## src/rtl/iodec_seq_if.sv

```systemverilog
// rtl/iodec_seq_if.sv - requester and decoder-side signal bundle for iodec_seq
interface iodec_seq_if;
  logic        h_req;
  logic [15:0] h_a;
  logic        h_wr;
  logic        h_ack;
  logic        g_req;
  logic [15:0] g_a;
  logic        g_wr;
  logic        g_ack;
  logic [15:0] a;
  logic        intdev;
  logic        wet;
  logic        oet;
  logic        reads;
  logic        ourack;
  logic        busy;
  logic        owner;

  modport slave (
    input  h_req, h_a, h_wr, g_req, g_a, g_wr,
    output h_ack, g_ack, a, intdev, wet, oet, reads, ourack, busy, owner
  );

  modport master (
    output h_req, h_a, h_wr, g_req, g_a, g_wr,
    input  h_ack, g_ack, a, intdev, wet, oet, reads, ourack, busy, owner
  );
endinterface

```

## src/rtl/iodec_seq.sv

```systemverilog
// rtl/iodec_seq.sv - host/GPU arbiter and setup/strobe/hold sequencer for the register decoder
module iodec_seq #(
  parameter int SETUP_CYC = 1,
  parameter int STRB_CYC  = 2,
  parameter int HOLD_CYC  = 1
) (
  input  logic         sys_clk,
  input  logic         resetl,
  iodec_seq_if.slave   bus
);

  if (SETUP_CYC < 0 || SETUP_CYC > 3 || STRB_CYC < 1 || STRB_CYC > 15 ||
      HOLD_CYC < 0 || HOLD_CYC > 3) begin : g_param_check
    $error("iodec_seq: timing parameter out of range");
  end

  localparam logic [3:0] SETUP_LD = 4'(SETUP_CYC - 1);
  localparam logic [3:0] STRB_LD  = 4'(STRB_CYC - 1);
  localparam logic [3:0] HOLD_LD  = 4'(HOLD_CYC - 1);

  typedef enum logic [2:0] {
    ST_IDLE   = 3'd0,
    ST_SETUP  = 3'd1,
    ST_STROBE = 3'd2,
    ST_HOLD   = 3'd3,
    ST_ACK    = 3'd4
  } state_t;

  state_t      state_q, state_d;
  logic [3:0]  cnt_q, cnt_d;
  logic [15:0] a_q, a_d;
  logic        wr_q, wr_d;
  logic        owner_q, owner_d;
  logic        last_q, last_d;
  logic        mask_q, mask_d;
  logic        intdev_q, wet_q, oet_q, reads_q, ourack_q, h_ack_q, g_ack_q, busy_q;
  logic        h_elig, g_elig, grant_g;

  // mask_q marks the first IDLE cycle after ACK; last_q then names the requester just served
  assign h_elig  = bus.h_req && !(mask_q && !last_q);
  assign g_elig  = bus.g_req && !(mask_q && last_q);
  assign grant_g = g_elig && (!h_elig || !last_q);

  always_comb begin
    state_d = state_q;
    cnt_d   = cnt_q;
    a_d     = a_q;
    wr_d    = wr_q;
    owner_d = owner_q;
    last_d  = last_q;
    mask_d  = 1'b0;
    case (state_q)
      ST_IDLE: begin
        a_d = 16'h0000;
        if (h_elig || g_elig) begin
          a_d     = grant_g ? bus.g_a  : bus.h_a;
          wr_d    = grant_g ? bus.g_wr : bus.h_wr;
          owner_d = grant_g;
          last_d  = grant_g;
          if (SETUP_CYC > 0) begin
            state_d = ST_SETUP;
            cnt_d   = SETUP_LD;
          end else begin
            state_d = ST_STROBE;
            cnt_d   = STRB_LD;
          end
        end
      end
      ST_SETUP: begin
        if (cnt_q == 4'd0) begin
          state_d = ST_STROBE;
          cnt_d   = STRB_LD;
        end else begin
          cnt_d = cnt_q - 4'd1;
        end
      end
      ST_STROBE: begin
        if (cnt_q == 4'd0) begin
          if (HOLD_CYC > 0) begin
            state_d = ST_HOLD;
            cnt_d   = HOLD_LD;
          end else begin
            state_d = ST_ACK;
          end
        end else begin
          cnt_d = cnt_q - 4'd1;
        end
      end
      ST_HOLD: begin
        if (cnt_q == 4'd0) begin
          state_d = ST_ACK;
        end else begin
          cnt_d = cnt_q - 4'd1;
        end
      end
      ST_ACK: begin
        state_d = ST_IDLE;
        a_d     = 16'h0000;
        mask_d  = 1'b1;
      end
      default: begin
        state_d = ST_IDLE;
        a_d     = 16'h0000;
      end
    endcase
  end

  // Outputs are decoded from the next state so every one of them leaves a flop
  always_ff @(posedge sys_clk or negedge resetl) begin
    if (!resetl) begin
      state_q  <= ST_IDLE;
      cnt_q    <= 4'd0;
      a_q      <= 16'h0000;
      wr_q     <= 1'b0;
      owner_q  <= 1'b0;
      last_q   <= 1'b1;
      mask_q   <= 1'b0;
      intdev_q <= 1'b0;
      wet_q    <= 1'b0;
      oet_q    <= 1'b0;
      reads_q  <= 1'b0;
      ourack_q <= 1'b0;
      h_ack_q  <= 1'b0;
      g_ack_q  <= 1'b0;
      busy_q   <= 1'b0;
    end else begin
      state_q  <= state_d;
      cnt_q    <= cnt_d;
      a_q      <= a_d;
      wr_q     <= wr_d;
      owner_q  <= owner_d;
      last_q   <= last_d;
      mask_q   <= mask_d;
      intdev_q <= (state_d == ST_SETUP) || (state_d == ST_STROBE) || (state_d == ST_HOLD);
      wet_q    <= (state_d == ST_STROBE) && wr_d;
      oet_q    <= (state_d == ST_STROBE) && !wr_d;
      reads_q  <= (state_d == ST_STROBE) && !wr_d;
      ourack_q <= (state_d == ST_ACK);
      h_ack_q  <= (state_d == ST_ACK) && !owner_d;
      g_ack_q  <= (state_d == ST_ACK) && owner_d;
      busy_q   <= (state_d != ST_IDLE);
    end
  end

  assign bus.a      = a_q;
  assign bus.intdev = intdev_q;
  assign bus.wet    = wet_q;
  assign bus.oet    = oet_q;
  assign bus.reads  = reads_q;
  assign bus.ourack = ourack_q;
  assign bus.h_ack  = h_ack_q;
  assign bus.g_ack  = g_ack_q;
  assign bus.busy   = busy_q;
  assign bus.owner  = owner_q;

endmodule
```

## src/flat_wrapper.sv

```systemverilog
// flat-port wrapper written by rule: the top's interface ports become plain ports
module iodec_seq_flat 
#(
  parameter int SETUP_CYC = 1,
  parameter int STRB_CYC  = 2,
  parameter int HOLD_CYC  = 1
)
  (sys_clk, resetl, bus_h_req, bus_h_a, bus_h_wr, bus_g_req, bus_g_a, bus_g_wr, bus_h_ack, bus_g_ack, bus_a, bus_intdev, bus_wet, bus_oet, bus_reads, bus_ourack, bus_busy, bus_owner);
  iodec_seq_if bus_i ();
  input  logic sys_clk;
  input  logic resetl;
  input wire logic [$bits(bus_i.h_req)-1:0] bus_h_req;
  input wire logic [$bits(bus_i.h_a)-1:0] bus_h_a;
  input wire logic [$bits(bus_i.h_wr)-1:0] bus_h_wr;
  input wire logic [$bits(bus_i.g_req)-1:0] bus_g_req;
  input wire logic [$bits(bus_i.g_a)-1:0] bus_g_a;
  input wire logic [$bits(bus_i.g_wr)-1:0] bus_g_wr;
  output wire logic [$bits(bus_i.h_ack)-1:0] bus_h_ack;
  output wire logic [$bits(bus_i.g_ack)-1:0] bus_g_ack;
  output wire logic [$bits(bus_i.a)-1:0] bus_a;
  output wire logic [$bits(bus_i.intdev)-1:0] bus_intdev;
  output wire logic [$bits(bus_i.wet)-1:0] bus_wet;
  output wire logic [$bits(bus_i.oet)-1:0] bus_oet;
  output wire logic [$bits(bus_i.reads)-1:0] bus_reads;
  output wire logic [$bits(bus_i.ourack)-1:0] bus_ourack;
  output wire logic [$bits(bus_i.busy)-1:0] bus_busy;
  output wire logic [$bits(bus_i.owner)-1:0] bus_owner;
  assign bus_i.h_req = bus_h_req;
  assign bus_i.h_a = bus_h_a;
  assign bus_i.h_wr = bus_h_wr;
  assign bus_i.g_req = bus_g_req;
  assign bus_i.g_a = bus_g_a;
  assign bus_i.g_wr = bus_g_wr;
  assign bus_h_ack = bus_i.h_ack;
  assign bus_g_ack = bus_i.g_ack;
  assign bus_a = bus_i.a;
  assign bus_intdev = bus_i.intdev;
  assign bus_wet = bus_i.wet;
  assign bus_oet = bus_i.oet;
  assign bus_reads = bus_i.reads;
  assign bus_ourack = bus_i.ourack;
  assign bus_busy = bus_i.busy;
  assign bus_owner = bus_i.owner;
  iodec_seq #(.SETUP_CYC(SETUP_CYC), .STRB_CYC(STRB_CYC), .HOLD_CYC(HOLD_CYC)) u_core (.sys_clk(sys_clk), .resetl(resetl), .bus(bus_i));
endmodule
```

## config.mk

```make
export PLATFORM = sky130hd
export DESIGN_NAME = iodec_seq_flat
export DESIGN_NICKNAME = d
export VERILOG_FILES = /design/src/rtl/iodec_seq_if.sv /design/src/rtl/iodec_seq.sv /design/src/flat_wrapper.sv
export SDC_FILE = /design/constraint.sdc
export NUM_CORES = 1
export LEC_CHECK = 0
export CORE_AREA = 2 2 76 56
export CTS_CLUSTER_SIZE = 25
export DETAILED_ROUTE_END_ITERATION = 12
export DIE_AREA = 0 0 78 58
export GPL_ROUTABILITY_DRIVEN = 0
export PLACE_DENSITY = 0.8
export REMOVE_ABC_BUFFERS = 1
export SLEW_MARGIN = 10
export SYNTH_ARGS = -nofsm -noshare
export SYNTH_HDL_FRONTEND = slang
export SYNTH_SLANG_ARGS = --single-unit
```

## constraint.sdc

```tcl
create_clock -name sys_clk -period 1.8 [get_ports sys_clk]
set_clock_uncertainty 0.05 [all_clocks]
set_input_delay 0.54 -clock sys_clk [delete_from_list [all_inputs] [get_ports sys_clk]]
set_output_delay 0.54 -clock sys_clk [all_outputs]
set_load 0.01 [all_outputs]
```

==> results of run 1 <==
stage by stage:
stage,power [mW],cell area (µm²),setup WS [ps],std cells,hold slack (ps)
floorplan,1.931,1529,244.7,138,194.4
global placement,2.636,2325,-239.5,264,409.0
detailed placement,2.685,2325,-293.4,264,419.1
CTS,3.393,2442,5.035,273,136.9
global route,3.576,2481,-23.01,273,150.0
finish,3.349,2481,19.69,273,125.5
power groups by stage:
| stage | logic, mW | clock network (mW) | registers [mW] |
|---|---|---|---|
| floorplan | 0.586 | 0 | 1.34 |
| finish | 1.40 | 0.704 | 1.25 |
| global route | 1.54 | 0.747 | 1.29 |
| CTS | 1.43 | 0.717 | 1.24 |
| detailed placement | 1.42 | 0 | 1.26 |
| global placement | 1.38 | 0 | 1.25 |
final timing paths:
| kind | end | cells after the start |
|---|---|---|
| max | u_core.cnt_q[1] | 6 |
| min | u_core.bus.oet | 1 |
| max reg2reg | u_core.cnt_q[1] | 6 |
| min reg2reg | u_core.bus.a[15] | 2 |
| max in group asynchronous | u_core.last_q | 2 |
| min in group sys_clk | u_core.bus.a[15] | 2 |
what timing repair did:
item,CTS,global route
pin swaps,0,1
buffers inserted,1,0
cloned,0,0
endpoints found under the setup margin,3,22
resized for setup,3,16
cell families after synthesis:
family / count (synthesis) / synth area share (%)
buf+inv: 10 / 4.252
fa+ha+maj: 2 / 1.575
xor+xnor: 1 / 0.5513
simple gates: 44 / 13.94
flops: 34 / 53.62
mux: 18 / 11.34
compound gates: 37 / 14.72
critical path, cell delays in order:
cell	delay [ps]
clkdlybuf4s50_1	520
a21bo_2	250
a221oi_2	210
buf_4	170
and2_1	140
o21ai_0	70
cells in the mapped netlist, types with 2 or more instances:
master    number
dfrtp_1       33
nand2_1       20
mux2i_1       18
o21ai_0       11
o21ai_1        8
a21oi_1        6
nor2_1         5
nor3_1         5
a31oi_1        3
and2_1         3
buf_2          3
buf_6          3
ha_1           2
inv_1          2
nand2b_1       2
o21a_1         2
metal layers:
metal / up-vias / track usage, % / share of wire [%]
met1: 616 / 21.10 / 46
met5: - / 0 / 0
met3: 5 / 4.984 / 7.1
li1: 663 / - / -
met4: 0 / 7.519 / 1.3
met2: 50 / 28.08 / 45
final cells by class:
class | instances | area (µm²)
sequential | 34 | 852.1
clock inverter | 3 | 45.04
multi-input combinational | 102 | 675.6
tap | 52 | 65.06
clock buffer | 5 | 68.82
fill | 337 | 1323
inverter | 2 | 7.507
timing repair buffer | 75 | 767.0
==> flow_metrics.tcl, run 1 <==
set metrics [dict create \
    dr.pass1.iters 4 \
    startpoint "bus_g_req" \
    antennaDiodeCount 0 \
    gr-total-overflow 0 \
    worstPathRequired_ps 1920 \
    routed-via-count 1334 \
    cts_tree "yes" \
    fin_util_pct 65.23 \
    hold_viol_final 0 \
    clock_power_share_pct 21.0 \
    clk_pin_slew_ps 70 \
    drive_gt1_share_pct 14.03 \
    synth_edf_count 0 \
    slew_headroom_pct 51.51 \
    hpwlAfterDp_mm 2.807 \
    crit_type "input pin to flop" \
    drc_errors 0 \
    regToRegStartpoint "u_core.cnt_q[1]" \
    p_seq_share_pct 37.2 \
    postSynthAreaPerCell_um2 10.88 \
    cp-start-kind "input pin" \
    htree_levels 2 \
    via_per_inst 4.886 \
    die-height_um 58 \
    synthesis.instances 146 \
    cp_max_fo 5 \
    yosysWarnings 0 \
    power.leakage_nw 1.307 \
    clkSinkCount 34 \
    core-area_um2 3804 \
    cap_violations 0 \
    syn_area_um2 1589 \
    period_share_pct 98.91 \
    p_int_mw 2.208 \
    tightest_slew_ps 726.6 \
    die_x_um 78 \
    ys_ff_latch 34 \
    hp-class "input pin to async pin" \
    ys_seq_area_share_pct 53.62 \
    fmax_ghz 0.5617 \
    tns_ps 0 \
    cts_hold_buf 0 \
    root_buffer "clkbuf_8" \
    antenna_found_initial 0 \
    grt_pass1_wl_mm 5.899 \
    synthFlopType "dfrtp_1" \
    clkLatencyLatePin_ps 290 \
    grt_max_degree 20 \
    start_util_pct 41.78 \
    rsz0062_at_grt "yes" \
    synth_cell_types 36 \
    yosysTopAreaCellShare_pct 51.97 \
    drt_iter0_drc 30 \
    ios 63 \
    status "completed" \
    portBuffers 62 \
    wl_per_cell_um 13.47 \
    worst_ep_arrival_time_ps 1900 \
    routed_wl_mm 3.678 \
    numCtsBuffers 5 \
    synthTopCellsByArea "dfrtp_1 52%, mux2i_1 11%, nand2_1 4.7%" \
    power.density_nw_per_um2 1350 \
    yosys.area.top_type "dfrtp_1" \
    grt_pass1_vias 1272 \
    ant_nets 0 \
    largest_reg_flops 16 \
    p_sw_share_pct 34.06 \
    ir_drop_mv 0.8172 \
    period_needed_ps 1780 \
    rows 19 \
    die-area_um2 4524 \
    grt_use_total_pct 17.00 \
    cts_buffer_depth 2 \
    cp-end-kind "flop" \
    synthArstFlopShare_pct 100.0 \
    mostFrequentLayoutCell "clkdlybuf4s50_1" \
    power_frac_comb_pct 41.8 \
    area_growth_pct 56.14 \
    final_cell_mix "45 x clkdlybuf4s50_1, 33 x dfrtp_1, 20 x nand2_1, 18 x mux2i_1, 13 x dlymetal6s2s_1" \
    r2r_slack_ps 130 \
    final_nets 260 \
    setup_viol 0 \
    drv_slew 0 \
    p_sw_mw 1.141 \
]
(Power assumes the default switching activity.)
==> inputs of run 2 (changes only) <==
--- a/config.mk
+++ b/config.mk
@@ -5,11 +5,12 @@
 export SDC_FILE = /design/constraint.sdc
 export NUM_CORES = 1
 export LEC_CHECK = 0
+export CAP_MARGIN = 10
 export CORE_AREA = 2 2 76 56
 export CTS_CLUSTER_SIZE = 25
 export DETAILED_ROUTE_END_ITERATION = 12
 export DIE_AREA = 0 0 78 58
-export GPL_ROUTABILITY_DRIVEN = 0
+export MAX_ROUTING_LAYER = met4
 export PLACE_DENSITY = 0.8
 export REMOVE_ABC_BUFFERS = 1
 export SLEW_MARGIN = 10
==> run 2 against run 1 <==
Cell area is the same. Clock power is essentially flat. Routed wire length is essentially flat. Sequential power is essentially flat. Register-to-register slack is essentially flat. Via count grew 0.22%. Non-clock buffer count is the same. Worst hold slack lost 0.71 ps. Sequential share of layout area is the same.
==> flow_metrics.tcl, run 2 (synthesis results as in run 1) <==
set metrics [dict create \
    status "completed" \
    rr_worst_depth 6 \
    tns_ps 0 \
    cts_hold_buf 0 \
    clkSinkCount 34 \
    crit_buf_inv 2 \
    hold_viol_final 0 \
    start_util_pct 41.78 \
    dr.pass1.iters 4 \
    startpoint "bus_g_req" \
    wl_per_cell_um 13.47 \
    antenna_found_initial 0 \
    fmax_ghz 0.5620 \
    period_needed_ps 1779 \
    grt_pass1_wl_mm 5.892 \
    cp.depth 6 \
    rsz0062_at_grt "yes" \
    worstPathRequired_ps 1920 \
    gp_congestion 0.7840 \
    routed-via-count 1337 \
    drc_errors 0 \
    power.density_nw_per_um2 1350 \
    setup_viol 0 \
    drive_gt1_share_pct 14.03 \
    endpoint "u_core.cnt_q[1]" \
    cap_violations 0 \
    cp_max_fo 5 \
    cts_tree "yes" \
    holdWs_ps 124.8 \
    hp-class "input pin to async pin" \
    die_x_um 78 \
    die-area_um2 4524 \
    tightest_slew_ps 723.8 \
    timing.rr.end "u_core.cnt_q[1]" \
    cp_cell_sequence "clkdlybuf4s50_1, a21bo_2, a221oi_2, buf_4, and2_1, o21ai_0" \
    cp_slowest_cell "clkdlybuf4s50_1" \
    hpwlAfterDp_mm 2.807 \
    worst_ep_arrival_time_ps 1900 \
    rows 19 \
    ios 63 \
    htree_levels 2 \
    antennaDiodeCount 0 \
    grt_use_total_pct 17.51 \
    portBuffers 62 \
    grt_max_degree 20 \
    grt_pass1_vias 1273 \
    dp.cells 264 \
    regToRegStartpoint "u_core.cnt_q[1]" \
    crit_type "input pin to flop" \
    die-height_um 58 \
    r2r_slack_ps 120 \
    numCtsBuffers 5 \
    fin_total_pwr_mw 3.349 \
    cp-start-kind "input pin" \
    period_share_pct 98.85 \
    final_cell_mix "45 x clkdlybuf4s50_1, 33 x dfrtp_1, 20 x nand2_1, 18 x mux2i_1, 13 x dlymetal6s2s_1" \
    clk_pin_slew_ps 70 \
    clkLatencyLatePin_ps 290 \
    largest_reg_flops 16 \
    cp-end-kind "flop" \
    cp_top_family "buffers and inverters" \
    nFillCells 337 \
    core-area_um2 3804 \
    slew_headroom_pct 51.69 \
    root_buffer "clkbuf_8" \
    fin_util_pct 65.23 \
    mostFrequentLayoutCell "clkdlybuf4s50_1" \
    area_growth_pct 56.14 \
    fin_cells 273 \
    ir_drop_mv 0.8175 \
    routed_wl_mm 3.677 \
    ant_nets 0 \
    via_per_inst 4.897 \
    cts_buffer_depth 2 \
    drv_slew 0 \
    power.leakage_nw 1.307 \
    gr-total-overflow 0 \
    slowest_delay_ps 520 \
    final_nets 260 \
    drt_iter0_drc 32 \
]
-- run 2: cell counts in the layout (fill, tap and decap cells not counted) --
Identical to the previous run, type by type.
-- run 2: repair_timing --
action                     CTS  global route
setup endpoints to repair    3            22
resized for setup            3            16
pin swaps                    0             1
buffers inserted             1             0
-- run 2: worst min-delay path by stage --
stage                           start           endpoint  slack [ps]  depth (start not counted)
after floorplan                resetl    u_core.bus.a[0]         190                          0
after global placement    u_core.wr_q     u_core.bus.oet         410                          1
after detailed placement  u_core.wr_q     u_core.bus.oet         420                          1
after CTS                      resetl     u_core.bus.wet         140                          1
after global routing           resetl  u_core.state_q[2]         150                          1
final                          resetl     u_core.bus.oet         120                          1
-- run 2: metal layers --
metal,global-route usage [%],vias up,share of wire (%)
li1,-,663,-
met1,21.20,619,47
met2,28.08,50,45
met3,4.673,5,6.7
met4,7.519,0,1.3
met5,-,-,0
-- run 2: layout make-up --
cell class	instances	area [µm²]	area share, %
Clock buffer	5	68.82	2.774
Sequential cell	34	852.1	34.34
Tap cell	52	65.06	2.622
Timing Repair Buffer	75	767.0	30.91
Inverter	2	7.507	0.3026
Clock inverter	3	45.04	1.815
Multi-Input combinational cell	102	675.6	27.23
-- run 2: report_power, final --
| group | switching [mW] | internal [mW] |
|---|---|---|
| logic | 0.652 | 0.747 |
| registers | 0.196 | 1.05 |
| clock network | 0.292 | 0.412 |
| total | 1.14 | 2.21 |
-- run 2: metrics by stage --
step	setup WS [ps]	area (µm²)
CTS	5.035	2442
finish	20.70	2481
global placement	-239.5	2325
detailed placement	-293.4	2325
global route	-23.01	2481
floorplan	244.7	1529
-- run 2: worst register-to-register path, delay by kind of cell (launching register included) --
kind	cells	cell delay [ps]
simple gates	3	750
flops	1	390
fa+ha+maj	1	170
compound gates	1	130
buf+inv	1	90
